===== config.mk =====
export PLATFORM = sky130hd
export DESIGN_NAME = ts_pair_scheduler
export DESIGN_NICKNAME = d
export VERILOG_FILES = /design/src/rtl/ts_pair_scheduler_pkg.sv /design/src/rtl/ts_pair_counter.sv /design/src/rtl/ts_pair_scheduler.sv
export SDC_FILE = /design/constraint.sdc
export NUM_CORES = 1
export LEC_CHECK = 0
export ABC_AREA = 0
export CAP_MARGIN = 10
export CORE_MARGIN = 2
export CORE_UTILIZATION = 45
export DETAILED_ROUTE_END_ITERATION = 7
export HOLD_SLACK_MARGIN = 0.06
export PLACE_DENSITY_LB_ADDON = 0.05
export SYNTH_ARGS = -nofsm -noshare
export SYNTH_HDL_FRONTEND = slang
export SYNTH_SLANG_ARGS = --single-unit

===== constraint.sdc =====
create_clock -name proc_clk -period 2.1 [get_ports proc_clk]
set_clock_uncertainty 0.05 [all_clocks]
set_input_delay 0.21 -clock proc_clk [delete_from_list [all_inputs] [get_ports proc_clk]]
set_output_delay 0.21 -clock proc_clk [all_outputs]
set_load 0.02 [all_outputs]

===== src/rtl/ts_pair_scheduler_pkg.sv =====
// Shared definitions for the tracklet-search pair scheduler: default widths,
// count-word field layout and FSM state encoding.
package ts_pair_scheduler_pkg;

   localparam int unsigned DefAdrW = 6;
   localparam int unsigned DefBxW  = 8;

   // Count word layout is {bx, in_cnt, out_cnt}, MSB first.
   localparam int unsigned OutCntLsb = 0;

   function automatic int unsigned in_cnt_lsb(input int unsigned adr_w);
      return adr_w;
   endfunction

   function automatic int unsigned bx_lsb(input int unsigned adr_w);
      return 2 * adr_w;
   endfunction

   typedef enum logic [2:0] {
      StIdle,
      StFetch,
      StLoad,
      StScan,
      StDone
   } state_e;

endpackage


===== src/rtl/ts_pair_counter.sv =====
// Nested 2-D stub address counter: outer address runs fastest, inner address
// steps when the outer one wraps. Flags the final (in_cnt-1, out_cnt-1) pair.
module ts_pair_counter
   import ts_pair_scheduler_pkg::*;
#(
   parameter int unsigned ADR_W = DefAdrW
) (
   input  logic             clk_i,
   input  logic             rst_ni,
   input  logic             load_i,
   input  logic [ADR_W-1:0] in_cnt_i,
   input  logic [ADR_W-1:0] out_cnt_i,
   input  logic             advance_i,
   output logic [ADR_W-1:0] in_adr_o,
   output logic [ADR_W-1:0] out_adr_o,
   output logic             last_pair_o
);

   logic [ADR_W-1:0] in_adr_q, out_adr_q;
   // Terminal addresses are stored as count-1 so a full 2^ADR_W-1 count never wraps.
   logic [ADR_W-1:0] in_max_q, out_max_q;

   // Load zeroes the addresses and latches terminals; advance steps outer-first.
   always_ff @(posedge clk_i) begin
      if (!rst_ni) begin
         in_adr_q  <= '0;
         out_adr_q <= '0;
         in_max_q  <= '0;
         out_max_q <= '0;
      end else if (load_i) begin
         in_adr_q  <= '0;
         out_adr_q <= '0;
         in_max_q  <= in_cnt_i - 1'b1;
         out_max_q <= out_cnt_i - 1'b1;
      end else if (advance_i) begin
         if (out_adr_q == out_max_q) begin
            out_adr_q <= '0;
            in_adr_q  <= in_adr_q + 1'b1;
         end else begin
            out_adr_q <= out_adr_q + 1'b1;
         end
      end
   end

   assign in_adr_o    = in_adr_q;
   assign out_adr_o   = out_adr_q;
   assign last_pair_o = (in_adr_q == in_max_q) && (out_adr_q == out_max_q);

endmodule


===== src/rtl/ts_pair_scheduler.sv =====
// Per-crossing scheduler: pops a stub-count word, walks every inner/outer
// address pair with a valid/ready handshake, then pulses crossing_done.
module ts_pair_scheduler
   import ts_pair_scheduler_pkg::*;
#(
   parameter int unsigned ADR_W = DefAdrW,
   parameter int unsigned BX_W  = DefBxW,
   parameter int unsigned CNT_W = ADR_W + BX_W + ADR_W
) (
   input  logic             proc_clk,
   input  logic             reset,
   input  logic             enable,
   input  logic             stub_cnt_fifo_empty,
   output logic             stub_cnt_fifo_rd_en,
   input  logic [CNT_W-1:0] struct_stub_cnt,
   output logic [ADR_W-1:0] in_stub_adr,
   output logic [ADR_W-1:0] out_stub_adr,
   output logic             mem_page,
   output logic             pair_valid,
   input  logic             pair_ready,
   output logic [BX_W-1:0]  crossing_bx,
   output logic             crossing_done,
   output logic             busy
);

   localparam int unsigned InLsb = in_cnt_lsb(ADR_W);
   localparam int unsigned BxLsb = bx_lsb(ADR_W);

   state_e          state_q;
   logic            rd_en_q, pair_valid_q, done_q, mem_page_q;
   logic [BX_W-1:0] bx_q;

   logic [ADR_W-1:0] word_in_cnt, word_out_cnt;
   logic [BX_W-1:0]  word_bx;
   logic             word_empty;
   logic             fetch_ok, accept, last_pair;

   assign word_out_cnt = struct_stub_cnt[OutCntLsb +: ADR_W];
   assign word_in_cnt  = struct_stub_cnt[InLsb +: ADR_W];
   assign word_bx      = struct_stub_cnt[BxLsb +: BX_W];
   assign word_empty   = (word_in_cnt == '0) || (word_out_cnt == '0);

   assign fetch_ok = enable && !stub_cnt_fifo_empty;
   // pair_ready is only meaningful while a pair is being offered.
   assign accept   = (state_q == StScan) && pair_valid_q && pair_ready;

   ts_pair_counter #(
      .ADR_W (ADR_W)
   ) u_counter (
      .clk_i       (proc_clk),
      .rst_ni      (reset),
      .load_i      ((state_q == StLoad) && !word_empty),
      .in_cnt_i    (word_in_cnt),
      .out_cnt_i   (word_out_cnt),
      .advance_i   (accept && !last_pair),
      .in_adr_o    (in_stub_adr),
      .out_adr_o   (out_stub_adr),
      .last_pair_o (last_pair)
   );

   // Crossing sequencer with registered strobes and handshake outputs.
   always_ff @(posedge proc_clk) begin
      if (!reset) begin
         state_q      <= StIdle;
         rd_en_q      <= 1'b0;
         pair_valid_q <= 1'b0;
         done_q       <= 1'b0;
         mem_page_q   <= 1'b0;
         bx_q         <= '0;
      end else begin
         rd_en_q <= 1'b0;
         done_q  <= 1'b0;
         unique case (state_q)
            StIdle: begin
               if (fetch_ok) begin
                  state_q <= StFetch;
                  rd_en_q <= 1'b1;
               end
            end
            StFetch: state_q <= StLoad;
            StLoad: begin
               bx_q       <= word_bx;
               mem_page_q <= ~mem_page_q;
               if (word_empty) begin
                  state_q <= StDone;
                  done_q  <= 1'b1;
               end else begin
                  state_q      <= StScan;
                  pair_valid_q <= 1'b1;
               end
            end
            StScan: begin
               if (accept && last_pair) begin
                  state_q      <= StDone;
                  pair_valid_q <= 1'b0;
                  done_q       <= 1'b1;
               end
            end
            StDone: begin
               if (fetch_ok) begin
                  state_q <= StFetch;
                  rd_en_q <= 1'b1;
               end else begin
                  state_q <= StIdle;
               end
            end
            default: state_q <= StIdle;
         endcase
      end
   end

   assign stub_cnt_fifo_rd_en = rd_en_q;
   assign pair_valid          = pair_valid_q;
   assign crossing_done       = done_q;
   assign mem_page            = mem_page_q;
   assign crossing_bx         = bx_q;
   assign busy                = (state_q != StIdle);

endmodule


; ---- Yosys cells after proc, flatten, opt, wreduce, memory -nomap -nowiden
; Index checks and enable logic that the tools add are counted.
[word_totals]
input_bits = 25
mem_bits_ro = 0
ram_bits = 0
n_memories = 0
elab_cells = 60
register_bits = 39
latchBits = 0
[classes]
bitwise_logic = 2
div = 0
muxes = 13
reduce_logical = 22
order_cmp = 0
shift = 0
n_mul = 0
n_eq_ne = 9
n_addsub = 4
[ops]
columns = operator, n
row1 = $pmux 3 s5, 1
row2 = $add 6x1->6 const B, 2
row3 = $eq 6x6->1, 2
row4 = $logic_not 6->1, 2
row5 = $sub 6x1->6 const B, 2
row6 = $mux 3, 3
row7 = $logic_and 1x1->1, 7
row8 = $eq 3x2->1 const B, 2
row9 = $mux 1, 6
row10 = $mux 6, 1
row11 = $reduce_and 2->1, 3
row12 = $ne 2x2->1 const B, 2
row13 = $pmux 1 s2, 2
row14 = $reduce_or 2->1, 2
row15 = $eq 3x1->1 const B, 1
row16 = $eq 3x3->1 const B, 1
row17 = $logic_not 1->1, 3
row18 = $logic_not 3->1, 1
row19 = $reduce_and 3->1, 1
row20 = $reduce_bool 3->1, 1
row21 = $ne 2x1->1 const B, 1
row22 = $not 1->1, 2
row23 = $reduce_bool 2->1, 1
row24 = $logic_or 1x1->1, 1

; ---- Depth between registers and ports, before layout
[logic_depth]
word_depth = 6
depth_mapped = 9

; ---- By module
; Synthesis repeated with hierarchy kept, for this count alone.
[unflattened]
cells_unflattened = 207
hier_area_um2 = 1941.9
[by_module_without_submodules]
columns = module, instances, seq_area_each_um2, cells_per_inst, area_each_um2
row1 = ts_pair_counter, 1, 480.5, 144, 1325.0
row2 = ts_pair_scheduler, 1, 300.3, 63, 616.8

; ---- Least setup slack after synthesis
; Ideal clock, no wire load.
[synth_path]
path_kind = reg2reg
start = register u_counter.out_adr_q[2] (netlist: u_counter.out_adr_o[2])
end = register u_counter.in_adr_q[2] (netlist: u_counter.in_adr_o[2])
slack_ps = 270
setup_time_ps = 70
stages_incl_launch_ff = 7
arrival_time_ps = 1710
path_buffers = 1
period_less_slack_ps = 1830
path_cell_list = dfxtp_1 -> xnor2_1 -> and4_1 -> o211ai_1 -> clkbuf_1 -> or4_1 -> a21oi_1
[synth_via]
elab_chain_len = 5
[synth_rtl]
columns = item, line_no
row1 = from (decl), ts_pair_counter.sv:19  ; logic [ADR_W-1:0] in_adr_q, out_adr_q;
row2 = from (signal assigned), ts_pair_counter.sv:40  ; out_adr_q <= out_adr_q + 1'b1;
row3 = $eq 6x6->1 (*), "ts_pair_counter.sv:36, ts_pair_counter.sv:47"
row4 = $logic_and 1x1->1, ts_pair_counter.sv:47  ; assign last_pair_o = (in_adr_q == in_max_q) && (out_adr_q == out_max_q);
row5 = $logic_not 1->1, ts_pair_scheduler.sv:55  ; .advance_i (accept && !last_pair),
row6 = $logic_and 1x1->1, ts_pair_scheduler.sv:55
row7 = $reduce_and 2->1 (no line) (*), n/a
row8 = to (signal assigned), ts_pair_counter.sv:38  ; in_adr_q <= in_adr_q + 1'b1;
row9 = to (decl), ts_pair_counter.sv:19
; Every way passes the cells marked *; elsewhere a longest branch is shown, timed or not.
; A chain may end at the register's enable or synchronous reset.

; ---- Worst setup path in the final report
[layout_path]
start = input struct_stub_cnt[0]
end = register u_counter.in_adr_q[4] (netlist: u_counter.in_adr_o[4])
[layout_via]
elab_chain_len = 5
[layout_rtl]
columns = item, line_no
row1 = from (decl), ts_pair_scheduler.sv:15  ; input logic [CNT_W-1:0] struct_stub_cnt,
row2 = $logic_not 6->1, ts_pair_scheduler.sv:41  ; assign word_empty = (word_in_cnt == '0) || (word_out_cnt == '0);
row3 = $logic_or 1x1->1, ts_pair_scheduler.sv:41
row4 = $logic_not 1->1, ts_pair_scheduler.sv:52  ; .load_i ((state_q == StLoad) && !word_empty),
row5 = $logic_and 1x1->1, ts_pair_scheduler.sv:52
row6 = $reduce_or 2->1 (no line), n/a
; Every way passes these cells.

==> summary.txt <==
Min path
  – Worst Hold Class: flop to flop
  – Worst hold endpoint: crossing_bx[0]
  – Hold Path Origin: crossing_bx[0]
  – Hold path cells: 2

Die
  – DIE AREA: 4860 sq um
  – Die span in y: 69.7 um
  – Top-level I/O count: 50
  – Placeable core area: 4090 sq um
  – Row Count: 23
  – Horizontal die dimension: 69.7 um
  – Initial Util: 0.476

Timing
  – Time the worst path needs with I/O delays and setup: 1910 ps
  – Final-report setup violation count: 0
  – Max Freq: 0.523 GHz
  – Setup tns final: 0 ps
  – Final Slew Violations: 0
  – Final worst-path cycle share: 0.911
  – Slew at the pin with the worst max-slew slack: 451 ps
  – Setup repair after global routing missed its margin: no
  – Endpoints failing hold: 0
  – Slew margin rel.: 0.696

Clocking
  – Post-CTS setup buffer count: 0
  – TritonCTS clock tree: yes
  – Clock network latency to the later pin of the worst-skew pair: 290 ps
  – Total CTS buffers: 5
  – Clock tree sinks: 39
  – Resize count post-CTS: 0
  – CTS Root Buffer Type: clkbuf_8
  – Cts-stage hold buffer count: 0
  – Clock transition at the register clock pins on the worst setup and hold paths after CTS: 70 ps
  – Number of H-tree levels: 2
  – Deepest clock path buffer count: 2

Synthesis
  – Area share of the largest cell type after synthesis: 0.402
  – Seq/Total Area, Yosys: 0.402
  – Post-synthesis register bit count: 39
  – Syn nets: 252
  – Netlist area before placement: 1940 sq um
  – Number of enable-type register cells in the synthesized netlist: 0
  – Largest cells by area after synthesis: dfxtp_1 (40%), xnor2_1 (7.2%), a21oi_1 (5.4%)
  – Post-synth top flop: dfxtp_1
  – Share of async-settable or async-resettable flops after synthesis: 0
  – Per-instance average area after synthesis: 8.75 sq um
  – Cells after synthesis: 222
  – Count of distinct cell types in the synthesized netlist: 38
  – Number of warnings printed during yosys synthesis: 0
  – Library cell with the largest summed area after synthesis: dfxtp_1

Routing
  – Iter 0 DRT Violations: 113
  – Via/cell ratio: 5.17
  – Number of iterations in the first detailed-routing pass: 4
  – Number of nets still failing antenna checks after routing: 0
  – Final routed wire length divided by cell count: 12.6 um
  – Total number of vias: 1,749
  – Remaining DRCs: 0
  – Detailed-route wire length: 4250 um

Global routing
  – Total congestion overflow after global routing: 0
  – Maximum number of pins on one net before global-route repair: 28
  – Antenna violations before repair: 0
  – Total global routing track utilization: 0.191
  – Global-route wire length before repair: 7560 um
  – Number of global-route vias before repair: 1,603

Setup path
  – Required time at the endpoint of the critical path: 2270 ps
  – Critical path startpoint category: primary input
  – Register-to-register setup slack: 240 ps
  – Cell type of the slowest stage on the worst timing path: or4b_4
  – Cells along the critical path: clkdlybuf4s50_1 > inv_1 > ha_1 > or4b_4 > a2bb2oi_2 > and2_4 > nand2b_4 > a21oi_1
  – Critical setup path kind: primary input to flop
  – Signal arrival time at the worst endpoint: 2090 ps
  – Reg-to-Reg Start: u_counter.out_adr_o[4]
  – Worst R2R End: u_counter.in_adr_o[4]
  – Buffers plus inverters on the worst setup path: 2
  – Worst Reg-to-Reg Cells: 6
  – Category of the worst setup path capture point: flop
  – Biggest cell delay along the critical path: 480 ps
  – Critical path's top delay family: simple AND/OR/NAND/NOR gates
  – Critical-path maximum fanout: 27

Cells and area
  – Total inserted antenna cells: 0
  – Nets: 318
  – Layout cells sized above 1: 0.139
  – Area delta synth->final: 37.8%

Status
  – Outcome: finished, final reports clean

Place
  – Estimated wirelength of the detail-placed design: 3240 um
  – Count of buffers inserted at the top-level ports: 49
  – Placer congestion estimate: 0.770

Pwr
  – Standby leakage power: 0.000939 uW
  – Total power draw: 1710 uW
  – Largest vdd supply drop: 385 uV
  – Power per Cell Area: 637 nW/um^2

Job
  – Max-cap violations: 0
metal layers:
metal  part of all wire  track usage  vias up  wire, um
met4              0.020       0.0769        0        85
met3              0.055       0.0509        8       233
met5                  0            0        -         0
met2               0.42        0.267       48      1770
met1               0.51        0.276      773      2160
li1                   -            -      920         -
synth_stat cells (4+ instances only):
master,n
a211oi_1,6
o21ai_0,8
o21a_1,4
nand4_1,4
a211oi_2,4
o31ai_1,7
and2_1,5
xnor2_1,16
nor2_1,17
ha_1,5
inv_1,7
a21oi_1,21
clkbuf_1,9
nand2_1,27
dfxtp_1,39
or4_1,7
report_power, final:
part / switching (uW) / total (uW) / internal (uW) / leakage, uW
combinational: 199 / 388 / 189 / 0.000576
sequential: 28.0 / 808 / 780 / 0.000317
clock: 252 / 510 / 258 / 0.0000470
sequential cells by signal, summed over array words and instances (netlist names):
register	count
state_q	3
u_counter.in_adr_o	6
u_counter.out_max_q	6
stub_cnt_fifo_rd_en	1
crossing_done	1
pair_valid	1
u_counter.in_max_q	6
u_counter.out_adr_o	6
crossing_bx	8
mem_page	1
through the flow:
step,hold slack (ps),util,cell area (sq um),std cells,worst slack (ps)
floorplan,252,-,1940,222,270
global placement,392,0.634,2590,331,-69.9
detailed placement,397,0.634,2590,331,-123
CTS,404,0.655,2680,338,180
global route,430,0.655,2680,338,48.8
finish,402,0.655,2680,338,187
kinds of logic after synthesis:
| kind of cell | after synthesis | share of synthesized area |
|---|---|---|
| and+or+nand+nor | 83 | 0.226 |
| AOI/OAI and AO/OA | 57 | 0.204 |
| DFF | 39 | 0.402 |
| xor gates and xnor gates | 19 | 0.0856 |
| buffers and inverters | 19 | 0.0502 |
| adders and majority gates | 5 | 0.0322 |
layout make-up:
cell class / count / area, sq um
Fill cell: 357 / 1410
Multi-Input combinational cell: 164 / 1060
Sequential cell: 39 / 781
Timing Repair Buffer: 71 / 656
Clock buffer: 6 / 82.6
Tap cell: 50 / 62.6
Inverter: 7 / 26.3
Clock inverter: 1 / 5.00
how the worst max path moves through the flow:
stage / start / end / slack [ps] / cells past startpoint
2_1_floorplan: u_counter.out_adr_o[2] / u_counter.in_adr_o[2] / 270 / 6
3_3_place_gp: struct_stub_cnt[0] / u_counter.in_adr_o[2] / -70 / 8
3_5_place_dp: struct_stub_cnt[0] / u_counter.in_adr_o[4] / -120 / 8
4_1_cts: struct_stub_cnt[0] / u_counter.in_adr_o[4] / 180 / 8
5_1_grt: struct_stub_cnt[1] / u_counter.in_adr_o[3] / 50 / 8
6_report: struct_stub_cnt[0] / u_counter.in_adr_o[4] / 190 / 8
placed cells by master, fill, tap and decap left out, drive strengths merged, types with 4 or more instances in the layout:
cell type,count
o31ai,7
clkbuf,6
a211oi,10
inv,7
o21ai,9
buf,22
a21oi,21
xnor2,16
nor2,17
dfxtp,39
nand4,4
and2,6
ha,5
nand2,27
clkdlybuf4s50,49
o21a,4
or4,7
worst min-delay path, cell delays in order, from the launching register on:
cell and delay, ps:
dfxtp_1 310, nand2_1 50, a21oi_1 50
(Power assumes the default switching activity.)
